### src/rtl/serv_reset_seq_pkg.sv
// Shared encodings for the reset sequencer: FSM states and reset-cause codes.
package serv_reset_pkg;

    typedef enum logic [1:0] {
        HOLD_ALL  = 2'd0,
        HOLD_CORE = 2'd1,
        RUN       = 2'd2
    } state_e;

    localparam logic [1:0] CAUSE_POR  = 2'b00;
    localparam logic [1:0] CAUSE_EXT  = 2'b01;
    localparam logic [1:0] CAUSE_SOFT = 2'b10;

endpackage

### src/rtl/serv_reset_seq_if.sv
// Reset request / reset output bundle between the sequencer and its environment.
interface serv_reset_seq_if;

    logic       i_ext_rst_n;
    logic       i_soft_rst;
    logic       o_periph_rst;
    logic       o_core_rst;
    logic       o_ready;
    logic [1:0] o_cause;

    modport slave (
        input  i_ext_rst_n,
        input  i_soft_rst,
        output o_periph_rst,
        output o_core_rst,
        output o_ready,
        output o_cause
    );

    modport master (
        output i_ext_rst_n,
        output i_soft_rst,
        input  o_periph_rst,
        input  o_core_rst,
        input  o_ready,
        input  o_cause
    );

endinterface

### src/rtl/serv_reset_seq_debounce.sv
// Button debouncer: 2-flop synchroniser followed by a W-bit stability counter.
// o_level is the debounced, active-low button level (1 = released).
module serv_debounce #(
    parameter int W = 16
) (
    input  logic i_clk,
    input  logic i_rst_n,
    input  logic i_btn_n,
    output logic o_level
);

    logic         sync1_q, sync2_q;
    logic         level_q, level_d;
    logic [W-1:0] cnt_q, cnt_d;

    always_comb begin
        level_d = level_q;
        cnt_d   = '0;
        if (sync2_q != level_q) begin
            if (&cnt_q) begin
                level_d = sync2_q;
            end else begin
                cnt_d = cnt_q + 1'b1;
            end
        end
    end

    always_ff @(posedge i_clk) begin
        if (!i_rst_n) begin
            sync1_q <= 1'b1;
            sync2_q <= 1'b1;
            level_q <= 1'b1;
            cnt_q   <= '0;
        end else begin
            sync1_q <= i_btn_n;
            sync2_q <= sync1_q;
            level_q <= level_d;
            cnt_q   <= cnt_d;
        end
    end

    assign o_level = level_q;

endmodule

### src/rtl/serv_reset_seq.sv
// Reset sequencer: merges generator, button and soft resets, releases peripherals
// before the core in counted order, and records the last reset cause.
module serv_reset_seq
    import serv_reset_pkg::*;
#(
    parameter int DEBOUNCE_W    = 16,
    parameter int PERIPH_CYCLES = 4,
    parameter int CORE_CYCLES   = 8
) (
    input  logic             i_clk,
    input  logic             i_rst_n,
    serv_reset_seq_if.slave  rst_bus
);

    localparam int MAX_CYCLES = (PERIPH_CYCLES > CORE_CYCLES) ? PERIPH_CYCLES : CORE_CYCLES;
    localparam int CNT_W      = $clog2(MAX_CYCLES + 1);
    localparam logic [CNT_W-1:0] PERIPH_LAST = CNT_W'(PERIPH_CYCLES - 1);
    localparam logic [CNT_W-1:0] CORE_LAST   = CNT_W'(CORE_CYCLES - 1);

    if (PERIPH_CYCLES < 1 || CORE_CYCLES < 1) begin : g_param_check
        $error("serv_reset_seq: PERIPH_CYCLES and CORE_CYCLES must both be >= 1");
    end

    logic             ext_level;
    state_e           state_q, state_d;
    logic [CNT_W-1:0] cnt_q, cnt_d;
    logic [1:0]       cause_q, cause_d;
    logic             periph_rst_q, periph_rst_d;
    logic             core_rst_q, core_rst_d;
    logic             ready_q, ready_d;

    serv_debounce #(.W(DEBOUNCE_W)) u_debounce (
        .i_clk   (i_clk),
        .i_rst_n (i_rst_n),
        .i_btn_n (rst_bus.i_ext_rst_n),
        .o_level (ext_level)
    );

    // A debounced button press beats everything, including a simultaneous soft request.
    always_comb begin
        state_d = state_q;
        cnt_d   = cnt_q;
        cause_d = cause_q;
        if (!ext_level) begin
            state_d = HOLD_ALL;
            cnt_d   = '0;
            cause_d = CAUSE_EXT;
        end else begin
            unique case (state_q)
                HOLD_ALL: begin
                    if (cnt_q == PERIPH_LAST) begin
                        state_d = HOLD_CORE;
                        cnt_d   = '0;
                    end else begin
                        cnt_d = cnt_q + 1'b1;
                    end
                end
                HOLD_CORE: begin
                    if (cnt_q == CORE_LAST) begin
                        state_d = RUN;
                        cnt_d   = '0;
                    end else begin
                        cnt_d = cnt_q + 1'b1;
                    end
                end
                RUN: begin
                    if (rst_bus.i_soft_rst) begin
                        state_d = HOLD_ALL;
                        cnt_d   = '0;
                        cause_d = CAUSE_SOFT;
                    end
                end
                default: begin
                    state_d = HOLD_ALL;
                    cnt_d   = '0;
                end
            endcase
        end
        periph_rst_d = (state_d == HOLD_ALL);
        core_rst_d   = (state_d != RUN);
        ready_d      = (state_d == RUN);
    end

    always_ff @(posedge i_clk) begin
        if (!i_rst_n) begin
            state_q      <= HOLD_ALL;
            cnt_q        <= '0;
            cause_q      <= CAUSE_POR;
            periph_rst_q <= 1'b1;
            core_rst_q   <= 1'b1;
            ready_q      <= 1'b0;
        end else begin
            state_q      <= state_d;
            cnt_q        <= cnt_d;
            cause_q      <= cause_d;
            periph_rst_q <= periph_rst_d;
            core_rst_q   <= core_rst_d;
            ready_q      <= ready_d;
        end
    end

    assign rst_bus.o_periph_rst = periph_rst_q;
    assign rst_bus.o_core_rst   = core_rst_q;
    assign rst_bus.o_ready      = ready_q;
    assign rst_bus.o_cause      = cause_q;

endmodule
### src/flat_wrapper.sv
// flat-port wrapper written by rule: the top's interface ports become plain ports
module serv_reset_seq_flat import serv_reset_pkg::*;
#(
    parameter int DEBOUNCE_W    = 16,
    parameter int PERIPH_CYCLES = 4,
    parameter int CORE_CYCLES   = 8
)
  (i_clk, i_rst_n, rst_bus_i_ext_rst_n, rst_bus_i_soft_rst, rst_bus_o_periph_rst, rst_bus_o_core_rst, rst_bus_o_ready, rst_bus_o_cause);
  serv_reset_seq_if rst_bus_i ();
  input  logic i_clk;
  input  logic i_rst_n;
  input wire logic [$bits(rst_bus_i.i_ext_rst_n)-1:0] rst_bus_i_ext_rst_n;
  input wire logic [$bits(rst_bus_i.i_soft_rst)-1:0] rst_bus_i_soft_rst;
  output wire logic [$bits(rst_bus_i.o_periph_rst)-1:0] rst_bus_o_periph_rst;
  output wire logic [$bits(rst_bus_i.o_core_rst)-1:0] rst_bus_o_core_rst;
  output wire logic [$bits(rst_bus_i.o_ready)-1:0] rst_bus_o_ready;
  output wire logic [$bits(rst_bus_i.o_cause)-1:0] rst_bus_o_cause;
  assign rst_bus_i.i_ext_rst_n = rst_bus_i_ext_rst_n;
  assign rst_bus_i.i_soft_rst = rst_bus_i_soft_rst;
  assign rst_bus_o_periph_rst = rst_bus_i.o_periph_rst;
  assign rst_bus_o_core_rst = rst_bus_i.o_core_rst;
  assign rst_bus_o_ready = rst_bus_i.o_ready;
  assign rst_bus_o_cause = rst_bus_i.o_cause;
  serv_reset_seq #(.DEBOUNCE_W(DEBOUNCE_W), .PERIPH_CYCLES(PERIPH_CYCLES), .CORE_CYCLES(CORE_CYCLES)) u_core (.i_clk(i_clk), .i_rst_n(i_rst_n), .rst_bus(rst_bus_i));
endmodule
### config.mk
export PLATFORM = sky130hd
export DESIGN_NAME = serv_reset_seq_flat
export DESIGN_NICKNAME = d
export VERILOG_FILES = /design/src/rtl/serv_reset_seq_pkg.sv /design/src/rtl/serv_reset_seq_if.sv /design/src/rtl/serv_reset_seq_debounce.sv /design/src/rtl/serv_reset_seq.sv /design/src/flat_wrapper.sv
export SDC_FILE = /design/constraint.sdc
export NUM_CORES = 1
export LEC_CHECK = 0
export CORE_AREA = 10 10 72 74
export CTS_BUF_LIST = sky130_fd_sc_hd__clkbuf_8
export DETAILED_ROUTE_END_ITERATION = 7
export DIE_AREA = 0 0 82 84
export PLACE_DENSITY = 0.51
export SYNTH_ARGS = -nofsm -noshare
export SYNTH_HDL_FRONTEND = slang
export SYNTH_SLANG_ARGS = --single-unit
### constraint.sdc
create_clock -name i_clk -period 1.5 [get_ports i_clk]
set_clock_uncertainty 0.05 [all_clocks]
set_input_delay 0.3 -clock i_clk [delete_from_list [all_inputs] [get_ports i_clk]]
set_output_delay 0.3 -clock i_clk [all_outputs]
set_load 0.02 [all_outputs]
==> summary.md <==
| Metric | Value |
|---|---|
| WS Path Type | reg -> reg |
| Htree depth | 2 |
| Worst min path class | reg -> reg |
| R2R Path Start | u_core.cnt_q[1] |
| Post-Syn Area | 1300 um^2 |
| Routability cong. | 0.784 |
| Yosys warns | 0 |
| Worst slack, placed | -0.00407 ns |
| Slew headroom | 80.7% |
| Most common cell in the netlist | dfxtp_1 |
| Die height | 84 um |
| Main synth FF type | dfxtp_1 |
| Critical path's top delay family | simple AND/OR/NAND/NOR gates |
| Post-layout util | 43.6% |
| HPWL after detailed placement | 1790 um |
| EDFF count, synth | 0 |
| Tot GR Track Use | 7.97% |
| CTS Buf Count | 5 |
| Crit path required time | 1.66 ns |
| Hold Vio Cnt, Final | 0 |
| Synth area leader | dfxtp_1 |
| Critical path launch point type | register |
| Fmax | 0.711 GHz |
| WL final | 2500 um |
| Unrepaired setup endpoints after global routing | yes |
| Initial cell density of the core | 33.6% |
| Number of global-route vias before repair | 994 |
| First-pass GRT wire length | 4370 um |
| Tightest Pin Transition | 0.288 ns |
| Antenna violations before repair | 0 |
| Arr. time, crit path | 1.56 ns |
| Cts hold-fix bufs | 0 |
| Max-cap violations | 0 |
| Worst-Skew Late Latency | 0.27 ns |
| Routed vias/inst | 4.57 |
| Worst path depth | 3 |
| Clock Sink Count | 30 |
| Setup slack after layout | 0.0936 ns |
| Drt wl/cell | 11.6 um |
| CP Capture Type | register |
| Starting DRT DRC Count | 48 |
| Share of layout cells above drive strength 1 | 25.9% |
| GR Overflow Total | 0 |
| Ports | 9 |
| Port Buf Inserts | 8 |
| Synthesized net count | 140 |
| DRC | 0 |
| Largest net degree at the start of global routing | 9 |
| Crit path to | u_core.cnt_q[2] |
| Avg Cell Area, Syn | 9.68 um^2 |
| Slowest CP cell | or4b_2 |
| Post-route ant nets | 0 |
| Nets | 172 |
| Buf/Inv on CP | 0 |
| Crit path cell chain | ha_4 > or4b_2 > a21oi_1 |
| Post-synth ARST share | 0% |
| Clock Path Buffers | 2 |
| Reg2reg end | u_core.cnt_q[2] |
| Synth Instances | 134 |
| Die ar. | 6890 um^2 |
| Sequential-to-total area share from yosys stat | 46.3% |
| Netlist cell types | 30 |
| # rows | 23 |
| Pwr Density | 876 nW/um^2 |
| Crit path from | u_core.cnt_q[1] |
| Min Tclk post-route | 1.41 ns |
| Cells on worst reg2reg path | 3 |
| Final std cells w/o fill | 216 |
| Setup violators final | 0 |
| Drt pass-1 iters | 4 |
| Peak VDD IR | 0.000748 V |
| Max Slew Vio Count | 0 |
| Seq cells post-synth | 30 |
| Crit-path max FO | 5 |
| Area fraction of the dominant cell type after synthesis | 46.3% |
| Tcrit/Tclk final | 93.8% |
| CTS tree | yes |
| Synth cell count leaders | dfxtp_1 (30), nor2_1 (24), xnor2_1 (11) |
| Main area contributors after synthesis | dfxtp_1 (46%), xnor2_1 (7.4%), nor2_1 (6.9%) |
| Die X | 82 um |
| Via count | 987 |
| Ant diodes | 0 |
| Area of the core | 3860 um^2 |
| Root buf cell | clkbuf_8 |
| Clock Pin Slew Worst Setup and Hold Paths | 0.06 ns |
| Placed Instances | 207 |
| R2r setup slk | 0.09 ns |
| Area Growth Syn to Fin | 29.7% |
| P_leak | 0.612 nW |
| CP peak stage delay | 0.58 ns |
| Outcome | finished, final reports clean |
[cells by family (layout without fill, tap and decap cells)]
family	after synthesis	in the layout	share of synthesized area, %
muxes	2	2	1.54
adders and majority gates	2	2	1.93
AOI/OAI and AO/OA	12	12	5.21
DFF	30	30	46.3
and+or+nand+nor	66	67	31.7
buffers and inverters	7	38	3.18
xor gates and xnor gates	15	15	10.1
[routing by layer]
layer | wire [um] | GRT usage (%)
met4 | 45 | 3.72
met1 | 1160 | 9.31
met5 | 0 | 0
met2 | 1120 | 11.6
met3 | 173 | 4.09
[worst reg2reg max path: cells and delay by family (launching register included)]
| kind | cells | cell delay (ns) |
|---|---|---|
| fa+ha+maj | 1 | 0.18 |
| flops | 1 | 0.40 |
| compound gates | 1 | 0.13 |
| simple gates | 1 | 0.58 |
[area by class of cell]
class	instances	area, um^2
Fill cell	384	2170
Clock buffer	5	68.8
Sequential cell	30	608
Inverter	5	18.8
Multi-Input combinational cell	98	708
Tap cell	50	62.6
Timing Repair Buffer	26	209
Clock inverter	2	7.51
[through the flow]
stage	TNS, ns	area (um^2)	hold slack (ns)	power, mW
3_5_place_dp	-0.00764	1550	0.355	0.911
6_report	0	1680	0.365	1.47
4_1_cts	0	1630	0.373	1.49
3_3_place_gp	0	1550	0.347	0.909
5_1_grt	-0.0248	1680	0.382	1.55
2_1_floorplan	0	1300	0.312	0.880
[repair_timing]
item / 4_1_cts / 5_1_grt
pin swaps: 0 / 6
gates cloned: 1 / 0
setup buffers: 0 / 1
resized for setup: 7 / 11
endpoints found under the setup margin: 17 / 16
[worst min path at each step]
stage | cells past startpoint | slack [ns] | startpoint | endpoint
after global placement | 1 | 0.35 | u_core.u_debounce.sync1_q | u_core.u_debounce.sync2_q
final | 1 | 0.36 | u_core.u_debounce.sync1_q | u_core.u_debounce.sync2_q
after detailed placement | 1 | 0.35 | u_core.u_debounce.sync1_q | u_core.u_debounce.sync2_q
after floorplan | 1 | 0.31 | i_rst_n | u_core.u_debounce.o_level
after global routing | 1 | 0.38 | u_core.u_debounce.sync1_q | u_core.u_debounce.sync2_q
after CTS | 1 | 0.37 | u_core.u_debounce.sync1_q | u_core.u_debounce.sync2_q
[cells in the final DEF (no fill, tap or decap), types with 2 or more instances in the layout]
cell type / instances
ha_4: 2
mux2i_1: 2
nand4_4: 2
dlygate4sd2_1: 5
dfxtp_1: 26
buf_4: 18
xor2_1: 4
nand2_1: 9
nand4_1: 2
clkdlybuf4s50_1: 3
nor4_2: 4
or2_4: 2
clkbuf_8: 5
inv_1: 7
nor4_4: 2
nor3b_1: 2
dfxtp_2: 3
nand2b_1: 3
a21oi_1: 7
o21ai_0: 3
nand3_1: 5
xnor2_1: 11
nor3_1: 5
nor2_1: 23
[flip-flops by register name, summed over array words and instances, names as in the netlist]
register and count:
u_core.state_q 2, u_core.u_debounce.o_level 1, u_core.rst_bus.o_cause 2, u_core.rst_bus.o_periph_rst 1
u_core.u_debounce.sync2_q 1, u_core.rst_bus.o_core_rst 1, u_core.rst_bus.o_ready 1, u_core.u_debounce.sync1_q 1
u_core.cnt_q 4, u_core.u_debounce.cnt_q 16
[power breakdown]
part	leakage (nW)	switching, mW	internal [mW]	total [mW]
sequential	0.245	0.0136	0.810	0.824
clock	0.0466	0.266	0.305	0.570
combinational	0.321	0.0337	0.0459	0.0796
Note: power is estimated with default switching activity, not from simulation.
